<file path="config.mk">
export PLATFORM = sky130hd
export DESIGN_NAME = mult_core
export DESIGN_NICKNAME = d
export VERILOG_FILES = /design/src/rtl/mult_core_pkg.sv /design/src/rtl/mult_core.sv
export SDC_FILE = /design/constraint.sdc
export NUM_CORES = 1
export LEC_CHECK = 0
export ABC_AREA = 1
export CAP_MARGIN = 15
export CORE_MARGIN = 1.5
export CORE_UTILIZATION = 50
export DETAILED_ROUTE_END_ITERATION = 7
export GPL_ROUTABILITY_DRIVEN = 1
export PLACE_DENSITY = 0.79
export SLEW_MARGIN = 25
export SYNTH_ARGS = -nofsm -noshare
export SYNTH_HDL_FRONTEND = slang
export SYNTH_SLANG_ARGS = --single-unit
</file>
<file path="constraint.sdc">
create_clock -name clk_i -period 2.5 [get_ports clk_i]
set_clock_uncertainty 0.1 [all_clocks]
set_input_delay 0.5 -clock clk_i [delete_from_list [all_inputs] [get_ports clk_i]]
set_output_delay 0.5 -clock clk_i [all_outputs]
set_load 0.1 [all_outputs]
</file>
<file path="src/rtl/mult_core_pkg.sv">
// Shared types for the sequential multiplier and the DPRAM controller that drives it.
package mult_core_pkg;

  localparam int unsigned MULT_WIDTH_DEF = 32;

  typedef enum logic [1:0] {
    MULT_IDLE,
    MULT_BUSY,
    MULT_FINISH,
    MULT_DONE
  } mult_state_e;

endpackage

</file>
<file path="src/rtl/mult_core.sv">
// Radix-2 shift-add multiplier: WIDTH iterations, registered product, done held until en_i drops.
module mult_core
  import mult_core_pkg::*;
#(
  parameter int unsigned WIDTH  = MULT_WIDTH_DEF,
  parameter bit          SIGNED = 1'b0
) (
  input  logic                 clk_i,
  input  logic                 rst_i_n,
  input  logic                 en_i,
  input  logic [WIDTH-1:0]     a_i,
  input  logic [WIDTH-1:0]     b_i,
  output logic                 busy_o,
  output logic                 done_o,
  output logic [2*WIDTH-1:0]   y_o,
  output logic                 ovf_o
);

  localparam int unsigned CNT_W = (WIDTH > 1) ? $clog2(WIDTH) : 1;

  mult_state_e        state_q, state_d;
  logic [WIDTH-1:0]   mcand_q, mcand_d;
  logic [WIDTH-1:0]   mplier_q, mplier_d;
  logic [WIDTH-1:0]   acc_q, acc_d;
  logic               sign_q, sign_d;
  logic [CNT_W-1:0]   cnt_q, cnt_d;
  logic [2*WIDTH-1:0] y_q, y_d;
  logic               ovf_q, ovf_d;
  logic               busy_q, busy_d;
  logic               done_q, done_d;

  logic [WIDTH:0]     sum;
  logic [2*WIDTH-1:0] prod;
  logic [WIDTH:0]     y_top;

  // Next-state, datapath and output decode.
  always_comb begin
    state_d  = state_q;
    mcand_d  = mcand_q;
    mplier_d = mplier_q;
    acc_d    = acc_q;
    sign_d   = sign_q;
    cnt_d    = cnt_q;
    y_d      = y_q;
    ovf_d    = ovf_q;
    sum      = '0;
    prod     = '0;
    y_top    = '0;

    unique case (state_q)
      MULT_IDLE: begin
        if (en_i) begin
          // Operate on magnitudes; -2^(W-1) negates to itself, which is the correct unsigned magnitude.
          mcand_d  = (SIGNED && a_i[WIDTH-1]) ? -a_i : a_i;
          mplier_d = (SIGNED && b_i[WIDTH-1]) ? -b_i : b_i;
          sign_d   = SIGNED && (a_i[WIDTH-1] ^ b_i[WIDTH-1]);
          acc_d    = '0;
          cnt_d    = '0;
          state_d  = MULT_BUSY;
        end
      end
      MULT_BUSY: begin
        sum      = {1'b0, acc_q} + (mplier_q[0] ? {1'b0, mcand_q} : '0);
        acc_d    = sum[WIDTH:1];
        mplier_d = {sum[0], mplier_q[WIDTH-1:1]};
        cnt_d    = CNT_W'(cnt_q + 1'b1);
        if (cnt_q == CNT_W'(WIDTH - 1)) begin
          state_d = MULT_FINISH;
        end
      end
      MULT_FINISH: begin
        prod  = {acc_q, mplier_q};
        y_d   = (SIGNED && sign_q) ? -prod : prod;
        y_top = y_d[2*WIDTH-1:WIDTH-1];
        if (SIGNED) begin
          ovf_d = !((y_top == '0) || (y_top == '1));
        end else begin
          ovf_d = |y_d[2*WIDTH-1:WIDTH];
        end
        state_d = MULT_DONE;
      end
      MULT_DONE: begin
        if (!en_i) begin
          state_d = MULT_IDLE;
        end
      end
      default: state_d = MULT_IDLE;
    endcase

    busy_d = (state_d == MULT_BUSY) || (state_d == MULT_FINISH);
    done_d = (state_d == MULT_DONE);
  end

  always_ff @(posedge clk_i or negedge rst_i_n) begin
    if (!rst_i_n) begin
      state_q  <= MULT_IDLE;
      mcand_q  <= '0;
      mplier_q <= '0;
      acc_q    <= '0;
      sign_q   <= 1'b0;
      cnt_q    <= '0;
      y_q      <= '0;
      ovf_q    <= 1'b0;
      busy_q   <= 1'b0;
      done_q   <= 1'b0;
    end else begin
      state_q  <= state_d;
      mcand_q  <= mcand_d;
      mplier_q <= mplier_d;
      acc_q    <= acc_d;
      sign_q   <= sign_d;
      cnt_q    <= cnt_d;
      y_q      <= y_d;
      ovf_q    <= ovf_d;
      busy_q   <= busy_d;
      done_q   <= done_d;
    end
  end

  assign busy_o = busy_q;
  assign done_o = done_q;
  assign y_o    = y_q;
  assign ovf_o  = ovf_q;

endmodule
</file>
# Word-level counts from Yosys, hierarchy flattened
# Cells that the tools add are included.
# word_totals
ff_bits	170
output_inout_bits	67
elab_cells	36
# op_classes
add_sub_neg	2
n_eq_ne	8
mux	11
reduce_logical	6
# ops
cell	n
$pmux 32 s2	2
$mux 32	3
$add 32x32->33	1
$reduce_or 32->1	1
$pmux 5 s2	1
$eq 2x2->1 const B	4
$pmux 2 s4	1
$mux 2	3
$add 5x1->5 const B	1
$eq 5x5->1 const B	1
$mux 5	1
$eq 2x1->1 const B	2
$reduce_and 2->1	2
$logic_not 2->1	1
$ne 2x2->1 const B	1
$reduce_bool 2->1	1
$logic_or 1x1->1	1

# Depth between registers and ports, before layout
# Gate-level depths: netlist of the first run.
# logic_depth
ltp_word	5
ltp_mapped	18
mapped_depth_nobuf	16

# Least setup slack after synthesis of the first run
# OpenSTA, ideal clock, no wires.
# synth_timing
kind	register to register
from	reg mplier_q[0]
to	reg acc_q[19]
setup_ns	0.126
arrival_ns	2.183
path_slack_ns	0.091
stages_incl_launch_ff	18
n_path_buf	2
period_less_slack_ns	2.409
cell_sequence	dfrtp_1 clkbuf_1 clkbuf_1 nand2_1 inv_1 ha_1 inv_1 fa_1 inv_1 nand3_1 nand3_1 nand2_1 nand3_1 nand2_1 nand2_1 nand2_1 nand3_1 o21ai_0
# synth_via
elab_chain_len	3
# synth_lines
element	line_no	rtl
from (decl)	mult_core.sv:23	logic [WIDTH-1:0] mplier_q, mplier_d;
from (signal assigned)	mult_core.sv:109	mplier_q <= mplier_d;
$mux 32	mult_core.sv:63	sum = {1'b0, acc_q} + (mplier_q[0] ? {1'b0, mcand_q} : '0);
$add 32x32->33	mult_core.sv:63	
$pmux 32 s2	mult_core.sv:50	unique case (state_q)
to (signal assigned)	mult_core.sv:99	acc_q <= '0;
to (signal assigned)	mult_core.sv:110	acc_q <= acc_d;
to (decl)	mult_core.sv:24	logic [WIDTH-1:0] acc_q, acc_d;
# No other way between the ends.
# A chain may end at the register's enable or synchronous reset.

# Worst setup path in the final report of the first run
# layout_timing
from	reg mplier_q[0]
to	reg acc_q[17]
# The elaborated chain is that of the path after synthesis.

==> results of run 1 <==
-- flip-flops by register name, summed over array words and instances, names as in the netlist --
name,count
cnt_q,5
busy_o,1
done_o,1
acc_q,32
ovf_o,1
mplier_q,32
y_o,64
state_q,2
mcand_q,32
-- cells by family (layout without fill, tap and decap cells) --
group | count (synthesis) | in the layout | share of synthesized area (%)
xor+xnor | 4 | 4 | 0.380
compound gates | 164 | 164 | 10.4
fa+ha+maj | 36 | 36 | 4.96
simple gates | 603 | 603 | 26.1
mux | 11 | 11 | 1.34
buf+inv | 253 | 391 | 10.7
flops | 170 | 170 | 46.1
-- worst max-delay path by stage --
stage | endpoint | slack [ns]
floorplan | acc_q[19]$_DFFE_PN0P_ | 0.09
global placement | acc_q[31]$_DFFE_PN0P_ | 0.21
detailed placement | acc_q[23]$_DFFE_PN0P_ | 0.11
CTS | acc_q[23]$_DFFE_PN0P_ | 0.08
global route | acc_q[17]$_DFFE_PN0P_ | -0.03
finish | acc_q[17]$_DFFE_PN0P_ | 0.15
-- tightest hold or removal path, stage by stage (launching register included) --
cell	delay [ns]
dfrtp_1	0.34
nand2_1	0.05
nand2_1	0.05
-- synthesized netlist by cell type, types with 4 or more instances --
master / number / share of area (%)
nand2_1: 455 / 19
mux2_2: 11 / 1.3
buf_2: 18 / 0.98
o21ai_1: 4 / 0.22
nand4_1: 8 / 0.54
o211ai_1: 6 / 0.49
inv_2: 4 / 0.16
o21ai_0: 83 / 4.5
ha_1: 35 / 4.7
nor3_1: 32 / 1.7
inv_1: 206 / 8.4
a21oi_1: 32 / 1.7
o22ai_1: 6 / 0.41
nand3_1: 42 / 2.3
a221oi_1: 25 / 2.4
clkbuf_1: 23 / 0.94
dfrtp_1: 170 / 46
nor2_1: 58 / 2.4
-- placed cells by master, fill, tap and decap left out, drive strengths merged --
cell,count
clkdlybuf4s50,65
nor2,60
nand3,42
nand2,455
nor4,3
bufinv,3
o21bai,3
clkinvlp,1
a21oi,32
xor2,1
o311ai,1
nor3,33
inv,214
mux2,11
a21o,1
clkinv,5
ha,35
or2,1
nand4,8
nand3b,1
a22o,2
xnor2,3
fa,1
a211oi,1
dlygate4sd3,1
o21ai,87
clkbuf,19
a221oi,25
dfrtp,170
o22ai,6
buf,83
o211ai,6
-- repair_timing --
| action | in CTS | in global routing |
|---|---|---|
| hold endpoints to repair | 46 | 0 |
| resized for setup | 0 | 22 |
| hold buffers | 1 | 0 |
| endpoints found under the setup margin | 0 | 18 |
-- metrics by stage --
stage	TNS, ns	area, um2
final	0	11400
after global routing	-0.0278	11400
after CTS	0	11300
after detailed placement	0	10700
after global placement	0	10700
after floorplan	0	9230
-- final cells by class --
cell class                 instances  share of cell area, %
timing repair buffer             149                   11.9
multi-input combinational        818                   35.8
sequential                       170                   37.4
clock buffer                      19                   3.89
clock inverter                    13                   1.61
tap                              229                   2.52
inverter                         210                   6.93
-- routing by layer --
metal / vias to the layer above / track usage (%) / wire length (um)
li1: 4157 / - / -
met3: 42 / 4.94 / 1470
met5: - / 0 / 0
met1: 3822 / 36.2 / 11100
met2: 267 / 40.3 / 10900
met4: 0 / 8.94 / 550
==> results by group, run 1 <==
Layout
  – Fraction of layout cells with a size suffix above 1: between 10% and 20%
  – Sequential cell area: 4250 um2
  – ANT cells: 0
  – Final #Nets: between 1000 and 1500
  – Final core utilization: 63.1%
  – Filler instances: 1564
  – Multi-input logic area: between 4000 and 5000 um2
  – Non-filler cells in the finished layout: roughly 1600
  – Syn-to-layout area delta: 23.2%

Logic synthesis
  – Seq/Total Area, Yosys: approximately 46%
  – Post-synth EDFFs: 0
  – Synthesized area: 9230 um2
  – Async S/R FF share, synth: 100%
  – Syn_nets: approximately 1300
  – Ys flop type: dfrtp_1
  – Yosys warnings: 0
  – Synthesized flop and latch total: 170
  – Synth cell types: 33
  – Synth Instances: about 1200
  – Syn avg cell area: roughly 7.4 um2

Placed design
  – IO buf count: about 130
  – Dpl ws: ~0.11 ns
  – GP Congestion: around 0.99
  – Inst Count DP: around 1600
  – DP HPWL: 17500 um

Worst setup path
  – Crit-path cells: buf_12 -> nand2_1 -> inv_1 -> ha_1 -> nand2_1 -> nand2_1 -> nand2_1 -> nand2_1 -> nand2_1 -> nand3_2 -> nand2_1 -> nand2_1 -> nand2_1 -> nand2_1 -> o21ai_0
  – Crit path max-delay family: simple AND/OR/NAND/NOR gates
  – CP bufs+invs: 2
  – WS Path Type: register to register
  – R2R Path End: acc_q[17]$_DFFE_PN0P_
  – Critical Path End Type: register
  – Worst path max stage delay: 0.42 ns
  – Crit path DAT: approximately 2.6 ns
  – Worst path slowest cell: dfrtp_1
  – CP Launch Point: mplier_q[0]$_DFFE_PN0P_
  – Logic depth of the worst path, buffers included: 15
  – Most used cell, CP: nand2_1
  – Crit path required time: about 2.7 ns
  – Worst-path fanout max: 31
  – Reg-to-Reg Start: mplier_q[0]$_DFFE_PN0P_
  – Flop-to-flop setup slack: about 0.15 ns
  – Kind of start point of the critical path: register
  – Worst Reg-to-Reg Cells: 15

Route
  – Wire per inst: between 10 and 15 um
  – Post-DR vias/cell: ~5
  – Routed Antenna Nets: 0
  – Drt first pass iters: 7
  – Final wirelength: around 24000 um
  – DRC: 0
  – Routed via count: 8288
  – Initial DRC count: roughly 590

STA
  – Final worst setup slack: approximately 0.15 ns
  – Setup Viol. Count Final: 0
  – Max_slew headroom: approximately 64%
  – Max Clock Freq: around 0.43 GHz
  – Worst Max-Slew Pin Slew: 0.541 ns
  – Slew Limit Fails: 0
  – Final Cycle Share: a little over nine tenths
  – Final Hold Fails: 0
  – Min Clock Period, post-route: ~2.3 ns
  – Hold Slack: approximately 0.37 ns

Hold path
  – HP Start: mcand_q[9]$_DFFE_PN0P_
  – Worst hold path class: register to register
  – Hold path depth: 2
  – Min-Delay Endpoint: mcand_q[9]$_DFFE_PN0P_

Global route
  – Largest net degree at the start of global routing: just under 90
  – Initial antenna violation count: 0
  – GRT overflow: 0
  – Tot GR Track Use: roughly a quarter
  – First-pass GRT wire length: about 40000 um
  – Vias in the first global route: 8114

Floorplan
  – Num ports: about 130
  – Die ar.: between 15000 and 20000 um2
  – Initial Util: about half
  – Die X-Extent: ~140 um
  – Die height: between 100 and 150 um
  – # rows: 49
  – Core area: ~18000 um2

Clock tree
  – Postcts setup bufs: 0
  – CTS tree: built
  – Worst-path clk slew: ~0.070 ns
  – CTS root buf: clkbuf_16
  – Num CTS Buffers: 17
  – Clock Latency Late Sink: roughly 0.44 ns
  – Clk buf depth: 2
  – H-tree depth: 4
  – CTS Sinks: 170

Outcome
  – Status: finished, final reports clean

Job
  – Max-cap violations: 0
Power of run 1 is not shown: default switching activity piles up to over one toggle a cycle in this logic, so the estimate is an artifact.
==> run 2: changes to the inputs <==
--- a/config.mk
+++ b/config.mk
@@ -12,6 +12,7 @@
 export DETAILED_ROUTE_END_ITERATION = 7
 export GPL_ROUTABILITY_DRIVEN = 1
 export PLACE_DENSITY = 0.79
+export REMOVE_ABC_BUFFERS = 1
 export SLEW_MARGIN = 25
 export SYNTH_ARGS = -nofsm -noshare
 export SYNTH_HDL_FRONTEND = slang
==> results by group, run 2 (synthesis results as in run 1) <==
STA
  – Final setup TNS: 0 ns
  – Max Clock Freq: between 0.4 and 0.5 GHz
  – Final Hold Fails: 0
  – Setup Viol. Count Final: 0
  – Final Cycle Share: ~95%
  – Worst Max-Slew Pin Slew: approximately 0.83 ns
  – Final worst setup slack: 0.121 ns
  – RSZ-0062 raised after global routing: true
  – Min Clock Period, post-route: 2.38 ns
  – Max_slew headroom: around 45%
  – Slew Limit Fails: 0

Global route
  – First-pass GRT wire length: approximately 38000 um
  – Largest net degree at the start of global routing: 87
  – GRT overflow: 0
  – Initial antenna violation count: 0
  – Tot GR Track Use: ~25%
  – Vias in the first global route: just under 8000

Layout
  – Final core utilization: around 63%
  – Most frequent cells in the layout: nand2_1, inv_1, dfrtp_1
  – Syn-to-layout area delta: 22.7%
  – Non-filler cells in the finished layout: roughly 1600
  – ANT cells: 0
  – Commonest non-fill, non-tap cell in the layout: nand2_1
  – Fraction of layout cells with a size suffix above 1: roughly 11%
  – Final #Nets: ~1500
  – Max reg flops: 64

Floorplan
  – Num ports: about 130
  – # rows: 49
  – Die height: 139 um
  – Core area: approximately 18000 um2
  – Die ar.: 19300 um2
  – Initial Util: between 50 and 60%
  – Die X-Extent: ~140 um

Worst setup path
  – Crit path required time: ~2.7 ns
  – Critical Path End Type: register
  – Worst-path fanout max: 31
  – Kind of start point of the critical path: register
  – WS Path Type: register to register
  – Crit path DAT: approximately 2.6 ns

Route
  – DRC: 0
  – Metal2 WL: approximately 11000 um
  – DR top layer: met4
  – Wire per inst: roughly 14 um
  – Drt first pass iters: 6
  – Routed via count: about 8200
  – Met3 WL: about 1400 um
  – Routed Antenna Nets: 0
  – M1 WL: 10800 um
  – Final wirelength: approximately 23000 um
  – Initial DRC count: around 600
  – Post-DR vias/cell: around 5.1

Placed design
  – Inst Count DP: between 1500 and 2000
  – DP HPWL: between 15000 and 20000 um
  – Dpl ws: -0.00624 ns
  – IO buf count: around 130
  – GP Congestion: 0.953

Job
  – Max-cap violations: 0

Clock tree
  – CTS Sinks: 170
  – CTS tree: built
  – Num CTS Buffers: 17
  – Worst-path clk slew: roughly 0.07 ns
  – H-tree depth: 4
  – CTS root buf: clkbuf_16
  – Clock Latency Late Sink: about 0.43 ns
  – Clk buf depth: 2

Outcome
  – Status: finished, final reports clean

Hold path
  – Worst hold path class: register to register
==> run 2: cell count changes in the layout (fill, tap and decap cells not counted), sizes merged <==
cell	previous run	this run
buf	83	82
bufinv	3	1
clkinv	5	2
clkinvlp	1	4
inv	214	216
==> run 2: cell type report <==
cell class	count	area, um2
clock buffer	19	443
timing repair buffer	148	1360
tap	229	287
sequential	170	4250
clock inverter	13	131
multi-input combinational	818	4070
fill	1661	6700
inverter	210	788
==> run 2: what timing repair did <==
action	in CTS	in global routing
setup endpoints to repair	0	16
buffers inserted	0	0
gates resized for setup	0	23
hold endpoints to repair	18	0
hold buffers	1	0
==> run 2: path summary, 6_finish.rpt <==
kind                                          from                       to  slack, ns  depth (start not counted)
max                        mplier_q[0]$_DFFE_PN0P_    acc_q[30]$_DFFE_PN0P_       0.12                         15
min                        mcand_q[18]$_DFFE_PN0P_  mcand_q[18]$_DFFE_PN0P_       0.37                          2
max reg2reg                mplier_q[0]$_DFFE_PN0P_    acc_q[30]$_DFFE_PN0P_       0.12                         15
min reg2reg                mcand_q[18]$_DFFE_PN0P_  mcand_q[18]$_DFFE_PN0P_       0.37                          2
max in group asynchronous                  rst_i_n       y_o[2]$_DFFE_PN0N_       1.32                          3
min in group asynchronous                  rst_i_n   mcand_q[3]$_DFFE_PN0P_       0.39                          2
==> run 2: through the flow <==
stage	hold WS (ns)	instance area (um2)
final	0.371	11300
after global routing	0.394	11300
after CTS	0.377	11300
after detailed placement	0.274	10700
after global placement	0.274	10700
after floorplan	0.104	9030
==> run 2: layer usage <==
metal,up-vias,global-route usage [%]
met2,258,39.1
li1,4158,-
met3,29,4.63
met5,-,0
met1,3773,34.4
met4,0,8.06
==> run 2: worst max-delay path, stage by stage, from the launching register on <==
cell	delay (ns)
dfrtp_1	0.42
buf_12	0.18
nand2_1	0.07
inv_1	0.05
ha_2	0.38
nand2_1	0.14
nor2_2	0.13
nand3_1	0.08
nand2_1	0.14
nand2_1	0.11
nand2_2	0.12
nand2_1	0.10
nand2_1	0.07
nand2_1	0.05
nand3_1	0.09
nand2_1	0.06
Power of run 2 is left out for the same reason.
